[src/rtl/pc_src_ctrl_pkg.sv]
// Shared encodings for the PC-source sequencer: request kinds, mux selects, causes, FSM states.
package pc_src_ctrl_pkg;

   typedef enum logic [2:0] {
      KindNext   = 3'd0,
      KindBranch = 3'd1,
      KindJump   = 3'd2,
      KindJr     = 3'd3,
      KindRte    = 3'd4
   } reqKindT;

   // Mux input 6 exists in the datapath but is never selected here.
   typedef enum logic [2:0] {
      SelPc4     = 3'd0,
      SelAluOut  = 3'd1,
      SelJump    = 3'd2,
      SelRs      = 3'd3,
      SelEpc     = 3'd4,
      SelMemByte = 3'd5
   } pcSelT;

   typedef enum logic [1:0] {
      CauseNone   = 2'd0,
      CauseOpcode = 2'd1,
      CauseOvf    = 2'd2,
      CauseDiv0   = 2'd3
   } causeT;

   typedef enum logic [2:0] {
      StIdle,
      StUpdate,
      StExcEpc,
      StExcRd,
      StExcWait,
      StExcLoad
   } stateT;

   // Highest-priority exception wins: opcode, then overflow, then divide-by-zero.
   function automatic causeT excCause(input logic opc, input logic ovf, input logic div0);
      if (opc)       return CauseOpcode;
      else if (ovf)  return CauseOvf;
      else if (div0) return CauseDiv0;
      else           return CauseNone;
   endfunction

endpackage

[src/rtl/pc_src_ctrl_if.sv]
// Request/response bundle between the main control FSM and the PC-source sequencer.
interface pc_src_ctrl_if;

   logic       req_valid;
   logic       req_ready;
   logic [2:0] req_kind;
   logic       branch_taken;
   logic       exc_opcode;
   logic       exc_ovf;
   logic       exc_div0;
   logic [2:0] pc_src_sel;
   logic       pc_write;
   logic       epc_write;
   logic       mem_rd;
   logic [7:0] exc_addr;
   logic [1:0] cause;
   logic       done;

   modport master (
      output req_valid, req_kind, branch_taken, exc_opcode, exc_ovf, exc_div0,
      input  req_ready, pc_src_sel, pc_write, epc_write, mem_rd, exc_addr, cause, done
   );

   modport slave (
      input  req_valid, req_kind, branch_taken, exc_opcode, exc_ovf, exc_div0,
      output req_ready, pc_src_sel, pc_write, epc_write, mem_rd, exc_addr, cause, done
   );

endinterface

[src/rtl/pc_src_ctrl.sv]
// Sequences PC-source mux select, PC/EPC writes and the exception vector fetch.
// Every output is a register loaded from the next-state decode.
module pc_src_ctrl
   import pc_src_ctrl_pkg::*;
#(
   parameter int unsigned MEM_LAT  = 1,
   parameter logic [7:0]  EXC_BASE = 8'd253
) (
   input  logic          clk,
   input  logic          reset_n,
   pc_src_ctrl_if.slave  bus
);

   localparam logic [2:0] LatInit = 3'(MEM_LAT - 1);

   stateT      stateQ, stateD;
   logic [2:0] cntQ, cntD;
   causeT      causeQ, causeD;
   logic [2:0] selQ, selD;
   logic       pcWriteQ, pcWriteD;
   logic       doneQ, doneD;
   logic       readyQ, epcWriteQ, memRdQ;
   logic [7:0] excAddrQ;
   logic [7:0] vecAddr;
   logic       anyExc;

   assign anyExc  = bus.exc_opcode | bus.exc_ovf | bus.exc_div0;
   // causeQ is already latched by the time the read state is entered.
   assign vecAddr = EXC_BASE + {6'd0, causeQ} - 8'd1;

   always_comb begin
      stateD   = stateQ;
      cntD     = cntQ;
      causeD   = causeQ;
      selD     = selQ;
      pcWriteD = 1'b0;
      doneD    = 1'b0;
      unique case (stateQ)
         StIdle: begin
            if (bus.req_valid) begin
               causeD = excCause(bus.exc_opcode, bus.exc_ovf, bus.exc_div0);
               if (anyExc) begin
                  stateD = StExcEpc;
               end else begin
                  stateD   = StUpdate;
                  doneD    = 1'b1;
                  pcWriteD = 1'b1;
                  case (bus.req_kind)
                     KindBranch: begin
                        if (bus.branch_taken) selD = SelAluOut;
                        else                  pcWriteD = 1'b0;
                     end
                     KindJump: selD = SelJump;
                     KindJr:   selD = SelRs;
                     KindRte:  selD = SelEpc;
                     default:  selD = SelPc4;
                  endcase
               end
            end
         end
         StUpdate: stateD = StIdle;
         StExcEpc: stateD = StExcRd;
         StExcRd: begin
            stateD = StExcWait;
            cntD   = LatInit;
         end
         StExcWait: begin
            if (cntQ == 3'd0) begin
               stateD   = StExcLoad;
               selD     = SelMemByte;
               pcWriteD = 1'b1;
               doneD    = 1'b1;
            end else begin
               cntD = cntQ - 3'd1;
            end
         end
         StExcLoad: stateD = StIdle;
         default:   stateD = StIdle;
      endcase
   end

   always_ff @(posedge clk or negedge reset_n) begin
      if (!reset_n) begin
         stateQ    <= StIdle;
         cntQ      <= 3'd0;
         causeQ    <= CauseNone;
         selQ      <= SelPc4;
         pcWriteQ  <= 1'b0;
         doneQ     <= 1'b0;
         readyQ    <= 1'b1;
         epcWriteQ <= 1'b0;
         memRdQ    <= 1'b0;
         excAddrQ  <= 8'd0;
      end else begin
         stateQ    <= stateD;
         cntQ      <= cntD;
         causeQ    <= causeD;
         selQ      <= selD;
         pcWriteQ  <= pcWriteD;
         doneQ     <= doneD;
         readyQ    <= (stateD == StIdle);
         epcWriteQ <= (stateD == StExcEpc);
         memRdQ    <= (stateD == StExcRd);
         excAddrQ  <= (stateD == StExcRd) ? vecAddr : 8'd0;
      end
   end

   assign bus.req_ready  = readyQ;
   assign bus.pc_src_sel = selQ;
   assign bus.pc_write   = pcWriteQ;
   assign bus.epc_write  = epcWriteQ;
   assign bus.mem_rd     = memRdQ;
   assign bus.exc_addr   = excAddrQ;
   assign bus.cause      = causeQ;
   assign bus.done       = doneQ;

endmodule

[src/flat_wrapper.sv]
// flat-port wrapper written by rule: the top's interface ports become plain ports
module pc_src_ctrl_flat import pc_src_ctrl_pkg::*;
#(
   parameter int unsigned MEM_LAT  = 1,
   parameter logic [7:0]  EXC_BASE = 8'd253
)
  (clk, reset_n, bus_req_valid, bus_req_kind, bus_branch_taken, bus_exc_opcode, bus_exc_ovf, bus_exc_div0, bus_req_ready, bus_pc_src_sel, bus_pc_write, bus_epc_write, bus_mem_rd, bus_exc_addr, bus_cause, bus_done);
  pc_src_ctrl_if bus_i ();
  input  logic clk;
  input  logic reset_n;
  input wire logic [$bits(bus_i.req_valid)-1:0] bus_req_valid;
  input wire logic [$bits(bus_i.req_kind)-1:0] bus_req_kind;
  input wire logic [$bits(bus_i.branch_taken)-1:0] bus_branch_taken;
  input wire logic [$bits(bus_i.exc_opcode)-1:0] bus_exc_opcode;
  input wire logic [$bits(bus_i.exc_ovf)-1:0] bus_exc_ovf;
  input wire logic [$bits(bus_i.exc_div0)-1:0] bus_exc_div0;
  output wire logic [$bits(bus_i.req_ready)-1:0] bus_req_ready;
  output wire logic [$bits(bus_i.pc_src_sel)-1:0] bus_pc_src_sel;
  output wire logic [$bits(bus_i.pc_write)-1:0] bus_pc_write;
  output wire logic [$bits(bus_i.epc_write)-1:0] bus_epc_write;
  output wire logic [$bits(bus_i.mem_rd)-1:0] bus_mem_rd;
  output wire logic [$bits(bus_i.exc_addr)-1:0] bus_exc_addr;
  output wire logic [$bits(bus_i.cause)-1:0] bus_cause;
  output wire logic [$bits(bus_i.done)-1:0] bus_done;
  assign bus_i.req_valid = bus_req_valid;
  assign bus_i.req_kind = bus_req_kind;
  assign bus_i.branch_taken = bus_branch_taken;
  assign bus_i.exc_opcode = bus_exc_opcode;
  assign bus_i.exc_ovf = bus_exc_ovf;
  assign bus_i.exc_div0 = bus_exc_div0;
  assign bus_req_ready = bus_i.req_ready;
  assign bus_pc_src_sel = bus_i.pc_src_sel;
  assign bus_pc_write = bus_i.pc_write;
  assign bus_epc_write = bus_i.epc_write;
  assign bus_mem_rd = bus_i.mem_rd;
  assign bus_exc_addr = bus_i.exc_addr;
  assign bus_cause = bus_i.cause;
  assign bus_done = bus_i.done;
  pc_src_ctrl #(.MEM_LAT(MEM_LAT), .EXC_BASE(EXC_BASE)) u_core (.clk(clk), .reset_n(reset_n), .bus(bus_i));
endmodule
[config.mk]
export PLATFORM = sky130hd
export DESIGN_NAME = pc_src_ctrl_flat
export DESIGN_NICKNAME = d
export VERILOG_FILES = /design/src/rtl/pc_src_ctrl_pkg.sv /design/src/rtl/pc_src_ctrl_if.sv /design/src/rtl/pc_src_ctrl.sv /design/src/flat_wrapper.sv
export SDC_FILE = /design/constraint.sdc
export NUM_CORES = 1
export LEC_CHECK = 0
export BUFFER_PORTS_ARGS = -buffer_cell sky130_fd_sc_hd__buf_4
export CAP_MARGIN = 20
export CORE_MARGIN = 2
export CORE_UTILIZATION = 45
export DETAILED_ROUTE_END_ITERATION = 7
export MAX_ROUTING_LAYER = met4
export PLACE_DENSITY = 0.83
export SLEW_MARGIN = 20
export SYNTH_ARGS = -nofsm -noshare
export SYNTH_HDL_FRONTEND = slang
export SYNTH_SLANG_ARGS = --single-unit
[constraint.sdc]
create_clock -name clk -period 1.6 [get_ports clk]
set_clock_uncertainty 0.15 [all_clocks]
set_input_delay 0 -clock clk [delete_from_list [all_inputs] [get_ports clk]]
set_output_delay 0 -clock clk [all_outputs]
set_load 0.005 [all_outputs]
==> metrics.txt, run 1 <==
hold path depth 3; Final Hold Vio Count 0; Main synth FF type dfrtp_1; gr ovfl total 0; drt total wl approximately 2000 um; Critical R2R Capture u_core.cntQ[0]; CP Capture Type flop; most common library cells after synthesis dfrtp_1 (20), nand2_1 (9), nor2_1 (8), inv_1 (7), a21oi_1 (6); Mean Syn Cell Area roughly 11 um2; top-area cell type share of the netlist area 51.22%; placed cell count 143; synthesized instance count 89; WP buf/inv 1; vias in the first global route slightly above 800; DP Area about 1200 um2; first-pass GRT wire length 3332 um; reg2reg path depth 5; Max Slew Vio Count 0; largest net degree at the start of global routing 22; Skew-Pair Late Insertion Delay 0.29 ns; Layout area overhead 43.79%; status complete, no violations; synth warn 0; areal power density over the cells 1363 nW/um2; startpoint types flop; delay-heaviest family, CP flip-flops; max_cap viols 0; Die Y 50.60 um; max incr delay on CP 0.41 ns; Crit path required time 1.64 ns; clk buf depth 2; Die Wd 50.60 um; asr flop ratio synth 100.0%; Reg clk slew, reported paths 0.11 ns; layout cells sized above 1 35.07%; Crit-path slowest cell dfrtp_1; achievable clock frequency 657.7 MHz; sequence of cells on the critical path inv_1 -> ha_2 -> nand2b_1 -> and2_1 -> a221oi_1; Reg2Reg Setup Slack 0.08 ns; vias per cell 4.969; top-count cell post-synth dfrtp_1; num ports 28; routed via count 800; worst IR drop on VDD 0.7818 mV; worst-path maximum fanout 3; post-synth net total just over 100; CTS sink count 21; antenna cell count 0; Residual DRC 0; cell area after layout 1405 um2; initial antenna violation count 0; post-route ant nets 0; critical path startpoint u_core.cntQ[0]; P_leak 0.7342 nW; # setup viols final 0; fin cells 161; Final Cycle Share 95.03%; slew at the pin closest to its max-slew limit 0.4100 ns; first drt pass iteration count 4; HP Start bus_exc_opcode; post-synthesis sequential area ratio a little over half; hpwl dp 1392 um; worst hold path class input port to flop; r2r startpoint u_core.cntQ[0]; Power, Total 1.916 mW; leading area contributor after synthesis dfrtp_1; fin crit period around 1.5 ns; Crit Path Class flop to flop; Placer Congestion 0.7358; GRT Total Usage 17.83%; Placeable Area 2002 um2; H-tree lvl count 1; Layout Utilization 70.19%; endpoint arrival time on the critical path between 1.5 and 2 ns; initial core utilization between 40% and 50%; Yosys cell types 32; detailed-route wire length per cell 12.33 um; Area contributors post-synth dfrtp_1 (51%), ha_1 (3.8%), nand2_1 (3.5%); num rows 16; Layout Nets 148; Max-slew headroom 72.62%; cell area after synthesis between 900 and 1000 um2; Post-synth EDFFs 0; flops & latches, synth 21; TritonCTS clock tree yes; WHS 0.3212 ns; Die Footprint 2560 um2; I/O Buffers 27; clk root buf clkbuf_4; DR iter-0 viols 7; Endpoint, Worst Hold u_core.bus.cause[1]; Inserted Clock Buffers 3
-- report_power, final --
part / leakage (nW) / total, mW / internal (mW) / switching [mW]
Sequential: 0.269 / 0.825 / 0.711 / 0.115
Combinational: 0.450 / 0.846 / 0.473 / 0.373
Clock: 0.0150 / 0.244 / 0.0969 / 0.148
-- sequential cells by signal, indices dropped and copies added (netlist names) --
register,flops
u_core.bus.req_ready,1
u_core.bus.epc_write,1
u_core.bus.mem_rd,1
u_core.bus.exc_addr,5
u_core.bus.pc_src_sel,3
u_core.bus.pc_write,1
u_core.bus.cause,2
u_core.stateQ,3
u_core.bus.done,1
u_core.cntQ,3
-- final cells by class --
cell class,instances,area (um2)
fillers,149,596.8
repair buffers,47,382.9
multi-input cells,55,409.1
well taps,27,33.78
inverters,7,26.28
clock buffers,4,26.28
flip-flops and latches,21,526.8
-- worst max path at each step --
stage	end	depth (start not counted)	slack, ns
after global placement	u_core.bus.pc_src_sel[1]	3	0.12
after detailed placement	u_core.cntQ[2]	5	0.05
after CTS	u_core.cntQ[2]	5	0.04
final	u_core.cntQ[0]	5	0.08
after floorplan	u_core.bus.cause[1]	4	0.03
after global routing	u_core.cntQ[0]	5	-0.01
-- cell families (layout without fill, tap and decap cells) --
logic type	after synthesis	after routing	share of synthesized area, %
multiplexers	2	2	2.049
AO/OA/AOI/OAI	16	16	12.04
XOR/XNOR	1	1	0.8965
buffers and inverters	13	58	7.810
AND/OR/NAND/NOR	33	33	19.46
adder cells (fa/ha/maj)	3	3	3.842
flip-flops	21	21	53.91
-- repair_timing --
action                                  4_1_cts  5_1_grt
setup buffers                                 0        2
endpoints found under the setup margin        0        4
hold buffers                                 12        0
resized for setup                             0        6
endpoints found under the hold margin        30        0
-- per-layer routing --
metal / vias to the layer above / share of wire [%] / GRT usage (%)
li1: 387 / - / -
met2: 24 / 55 / 31.58
met1: 385 / 40 / 20.12
met4: 0 / 1.3 / 6.757
met3: 4 / 3.5 / 2.976
met5: - / 0 / -
-- worst register-to-register path, delay by kind of cell, from the launching register on --
family                     cells  cell delay, ns
and+or+nand+nor                2            0.29
adders and majority gates      1            0.20
buffers and inverters          1            0.09
AOI/OAI and AO/OA              1            0.29
DFF                            1            0.41
-- metrics by stage --
step                setup TNS, ns  setup WS (ns)
global route             -0.01159       -0.01159
detailed placement              0        0.04888
CTS                             0        0.03951
floorplan                       0        0.03092
finish                          0        0.07951
global placement                0         0.1169
-- layout by cell type, fill, tap and decap left out, types with 2 or more instances in the layout --
cell | synthesis | routed
a21oi_1 | 6 | 6
mux2i_1 | 2 | 2
nand2_1 | 9 | 9
buf_4 | 3 | 35
inv_1 | 7 | 7
nand2b_1 | 3 | 3
dlygate4sd3_1 | 0 | 12
o21ai_1 | 2 | 2
clkbuf_4 | 0 | 3
dfrtp_1 | 20 | 20
nor2_1 | 8 | 8
nor3_1 | 2 | 2
ha_1 | 3 | 2
nor2b_1 | 3 | 2
Power figures use the tool's default switching activity.
==> run 2, diff against run 1 <==
--- a/config.mk
+++ b/config.mk
@@ -12,6 +12,8 @@
 export DETAILED_ROUTE_END_ITERATION = 7
 export MAX_ROUTING_LAYER = met4
 export PLACE_DENSITY = 0.83
+export RECOVER_POWER = 25
+export SKIP_CTS_REPAIR_TIMING = 1
 export SLEW_MARGIN = 20
 export SYNTH_ARGS = -nofsm -noshare
 export SYNTH_HDL_FRONTEND = slang
==> metrics.txt, run 2 (synthesis gave the netlist of run 1 again) <==
status complete, no violations; setup_tns 0 ns (unchanged); Placer Congestion 0.7358 (unchanged); num rows 16 (unchanged); commonest non-fill, non-tap cell in the layout buf_4; Layout Nets 148 (unchanged); num ports 28 (unchanged); initial core utilization 48.81% (unchanged); DP Area 1209 um2 (unchanged); DR iter-0 viols 12 (+5); first-pass GRT wire length 3146 um (-5.6%); clk buf depth 2 (unchanged); achievable clock frequency 657.8 MHz (about the same); max incr delay on CP 0.41 ns (about the same); initial antenna violation count 0 (unchanged); CTS sink count 21 (unchanged); P_leak 0.7258 nW (-1.1%); Max Slew Vio Count 0 (unchanged); Max-slew headroom 66.58% (-6.0 points); post-route ant nets 0 (unchanged); Reg clk slew, reported paths 0.11 ns (about the same); max_cap viols 0 (unchanged); Inserted Clock Buffers 3 (unchanged); H-tree lvl count 1 (unchanged); layout cells sized above 1 34.33% (-0.75 points); Layout Utilization 69.88% (-0.31 points); delay-heaviest family, CP flip-flops; # setup viols final 0 (unchanged); TritonCTS clock tree yes; Crit-path slowest cell dfrtp_1; detailed-route wire length per cell 12.50 um (+1.4%); vias per cell 4.944 (-0.50%); fin worst setup slack 0.07982 ns (+0.0003048 ns); WP buf/inv 1 (unchanged); Layout area overhead 43.15%; areal power density over the cells 1366 nW/um2 (+0.23%); Crit Path Class flop to flop; Residual DRC 0 (unchanged); largest net degree at the start of global routing 22 (unchanged); I/O Buffers 27 (unchanged); Crit path required time 1.66 ns (+0.02 ns); CP Capture Type flop; drt total wl 2013 um (+1.4%); slew at the pin closest to its max-slew limit 0.5013 ns (+0.09122 ns); commonest cells after routing, fill and taps aside buf_4 (23), dfrtp_1 (20), clkbuf_4 (13); hpwl dp 1392 um (unchanged); routed via count 796 (-0.50%); Final Cycle Share 95.01% (about the same); Final Hold Vio Count 0 (unchanged); sequence of cells on the critical path inv_1 -> ha_2 -> nand2b_1 -> and2_1 -> a221oi_1; worst IR drop on VDD 0.7785 mV (-0.43%); antenna cell count 0 (unchanged); Die Wd 50.60 um (unchanged); first drt pass iteration count 4 (unchanged); worst-path maximum fanout 3 (unchanged); Fillers 149 (unchanged); endpoint arrival time on the critical path 1.58 ns (+0.02 ns); fin crit period 1.520 ns (-0.0003048 ns); vias in the first global route 748 (-7.1%); worst hold path class input port to flop; Setup WS pre-CTS 0.04888 ns (unchanged); Placeable Area 2002 um2 (unchanged); GRT Total Usage 16.85% (-0.98 points); multi-input logic area 409.1 um2 (unchanged); Skew-Pair Late Insertion Delay 0.31 ns (+0.02 ns); Die Y 50.60 um (unchanged); gr ovfl total 0 (unchanged); Die Footprint 2560 um2 (unchanged); Largest register FFs 5 (unchanged); cell area after layout 1399 um2 (-0.45%); WHS 0.3030 ns (-0.01827 ns); storage element area 526.8 um2 (unchanged); startpoint types flop; clk root buf clkbuf_4
## run 2: cell types whose count changed in the layout (fill, tap and decap cells not counted), sizes merged
cell	delta
clkbuf	+12
buf	-12
## run 2: report_power, final
group,switching [mW],leakage (nW),internal [mW]
combinational,0.377,0.441,0.456
clock,0.158,0.0150,0.0975
sequential,0.112,0.269,0.710
total,0.647,0.726,1.26
## run 2: worst register-to-register path, stage by stage, from the launching register on
cell and delay [ns]:
dfrtp_1 0.41, inv_1 0.09, ha_2 0.20, nand2b_1 0.10, and2_1 0.19, a221oi_1 0.29
## run 2: area by class of cell
type	instances	share of cell area, %
well taps	27	2.415
repair buffers	47	26.92
inverters	7	1.878
multi-input cells	55	29.25
flip-flops and latches	21	37.66
clock buffers	4	1.878
## run 2: routing by layer
layer	GRT usage, %	wire, um	vias to the layer above	part of all wire (%)
met4	8.108	48	0	2.4
met5	-	0	-	0
met3	3.274	81	6	4.0
met1	19.54	816	381	41
li1	-	-	385	-
met2	28.07	1066	24	53
## run 2: stage by stage
| stage | std cells | power [mW] |
|---|---|---|
| after floorplan | 89 | 1.257 |
| after detailed placement | 143 | 1.607 |
| final | 161 | 1.911 |
| after CTS | 147 | 1.854 |
| after global placement | 143 | 1.574 |
| after global routing | 161 | 2.061 |
## run 2: final timing paths
check / startpoint / end / slack [ns] / depth (start not counted)
min in group asynchronous: reset_n / u_core.bus.mem_rd / 0.56 / 3
worst max-delay path: u_core.cntQ[0] / u_core.cntQ[0] / 0.08 / 5
worst min register to register: u_core.bus.pc_src_sel[1] / u_core.bus.pc_src_sel[1] / 0.41 / 1
worst max register to register: u_core.cntQ[0] / u_core.cntQ[0] / 0.08 / 5
max in group asynchronous: reset_n / u_core.bus.req_ready / 0.38 / 3
worst min-delay path: bus_exc_opcode / u_core.bus.cause[1] / 0.30 / 3
==> run 3, diff against run 2 <==
--- a/config.mk
+++ b/config.mk
@@ -10,7 +10,6 @@
 export CORE_MARGIN = 2
 export CORE_UTILIZATION = 45
 export DETAILED_ROUTE_END_ITERATION = 7
-export MAX_ROUTING_LAYER = met4
 export PLACE_DENSITY = 0.83
 export RECOVER_POWER = 25
 export SKIP_CTS_REPAIR_TIMING = 1
==> metrics.txt, run 3 (synthesis gave the netlist of run 1 again) <==
GRT Total Usage 16.40% (-0.45 points); detailed-route wire length per cell 12.31 um (-1.5%); max_cap viols 0 (unchanged); slew at the pin closest to its max-slew limit 0.5006 ns (-0.0006780 ns); # setup viols final 0 (unchanged); P_leak 0.7258 nW (unchanged); largest net degree at the start of global routing 22 (unchanged); worst IR drop on VDD 0.7685 mV (-1.3%); Residual DRC 0 (unchanged); Reg2Reg Setup Slack 0.08 ns (about the same); Die Wd 50.60 um (unchanged); num ports 28 (unchanged); Inserted Clock Buffers 3 (unchanged); clock share of power 13.1% (-0.3 points); worst-path maximum fanout 3 (unchanged); H-tree lvl count 1 (unchanged); num rows 16 (unchanged); first-pass GRT wire length 3153 um (+0.22%); vias per cell 4.950 (+0.13%); r2r startpoint u_core.cntQ[0]; Power, Total 1.903 mW (-0.46%); Critical R2R Capture u_core.cntQ[0]; commonest cells after routing, fill and taps aside buf_4 (23), dfrtp_1 (20), clkbuf_4 (13); Max-slew headroom 66.63% (about the same); initial core utilization 48.81% (unchanged); initial antenna violation count 0 (unchanged); post-route ant nets 0 (unchanged); hold path depth 3 (unchanged); DP Area 1209 um2 (unchanged); reg2reg path depth 5 (unchanged); critical path startpoint u_core.cntQ[0]; Largest register FFs 5 (unchanged); gr ovfl total 0 (unchanged); Crit Path Class flop to flop; Final Cycle Share 95.29% (+0.28 points); fin cells 161 (unchanged); fin crit period 1.525 ns (+0.004417 ns); I/O Buffers 27 (unchanged); commonest non-fill, non-tap cell in the layout buf_4; P_sw 0.6387 mW (-1.3%); hpwl dp 1392 um (unchanged); routed via count 797 (+0.13%); worst hold path class input port to flop; CP Capture Type flop; Layout area overhead 43.15% (unchanged); achievable clock frequency 655.9 MHz (-0.29%); crit path to u_core.cntQ[0]; Die Y 50.60 um (unchanged); Layout Nets 148 (unchanged); placed cell count 143 (unchanged); layout cells sized above 1 34.33% (unchanged); Placer Congestion 0.7272 (-1.2%); Die Footprint 2560 um2 (unchanged); Net Sw Frac 33.57% (-0.29 points); CTS sink count 21 (unchanged); areal power density over the cells 1360 nW/um2 (-0.46%); WHS 0.3127 ns (+0.009760 ns); status complete, no violations; clk buf depth 2 (unchanged); Layout Utilization 69.88% (unchanged); Gate power share 43.8% (+0.2 points); cell area after layout 1399 um2 (unchanged); clk root buf clkbuf_4; TritonCTS clock tree yes; Skew-Pair Late Insertion Delay 0.30 ns (about the same); drt total wl 1982 um (-1.5%); Max Slew Vio Count 0 (unchanged); startpoint types flop; Placeable Area 2002 um2 (unchanged); Seq pwr share 43.2% (+0.2 points); first drt pass iteration count 4 (unchanged); Reg clk slew, reported paths 0.11 ns (about the same); vias in the first global route 747 (-0.13%); DR iter-0 viols 17 (+5); antenna cell count 0 (unchanged); endpoint arrival time on the critical path 1.57 ns (about the same); Final Hold Vio Count 0 (unchanged); Crit path required time 1.65 ns (about the same); internal power 1.264 mW (about the same)
==> run 3: cell counts in the layout (fill, tap and decap cells not counted) <==
No cell type changed its count.
==> run 3: worst min path at each step <==
| stage | from | to | slack [ns] |
|---|---|---|---|
| after global routing | bus_exc_opcode | u_core.bus.cause[1] | 0.29 |
| after CTS | reset_n | u_core.bus.mem_rd | -0.58 |
| final | bus_exc_opcode | u_core.bus.cause[1] | 0.31 |
| after floorplan | reset_n | u_core.bus.cause[0] | -0.45 |
| after detailed placement | reset_n | u_core.cntQ[2] | -0.25 |
| after global placement | reset_n | u_core.cntQ[1] | -0.26 |
==> run 3: metal layers <==
layer	up-vias	part of all wire, %	global-route usage (%)
met5	-	0	0
met4	0	2.4	8.108
met3	6	4.9	3.274
met2	29	53	28.07
met1	374	40	19.54
li1	388	-	-
==> run 3: through the flow <==
stage          TNS (ns)  setup WS (ns)
6_report              0        0.07540
5_1_grt        -0.01165       -0.01165
4_1_cts               0        0.03951
3_5_place_dp          0        0.04888
3_3_place_gp          0         0.1169
2_1_floorplan         0        0.03092
==> run 3: area by class of cell <==
type | count | area (um2)
inverters | 7 | 26.28
flip-flops and latches | 21 | 526.8
multi-input cells | 55 | 409.1
clock buffers | 4 | 26.28
fillers | 149 | 603.1
repair buffers | 47 | 376.6
well taps | 27 | 33.78
==> run 3: power groups by stage <==
stage / combinational (mW) / sequential, mW / clock, mW
6_report: 0.833 / 0.821 / 0.249
5_1_grt: 0.924 / 0.843 / 0.300
4_1_cts: 0.786 / 0.816 / 0.252
3_5_place_dp: 0.780 / 0.827 / 0
3_3_place_gp: 0.757 / 0.817 / 0
2_1_floorplan: 0.435 / 0.822 / 0
==> run 3: worst max-delay path, stage by stage (launching register included) <==
cell and delay, ns:
dfrtp_1 0.41, inv_1 0.09, ha_2 0.20, nand2b_1 0.10, and2_1 0.19, a221oi_1 0.29
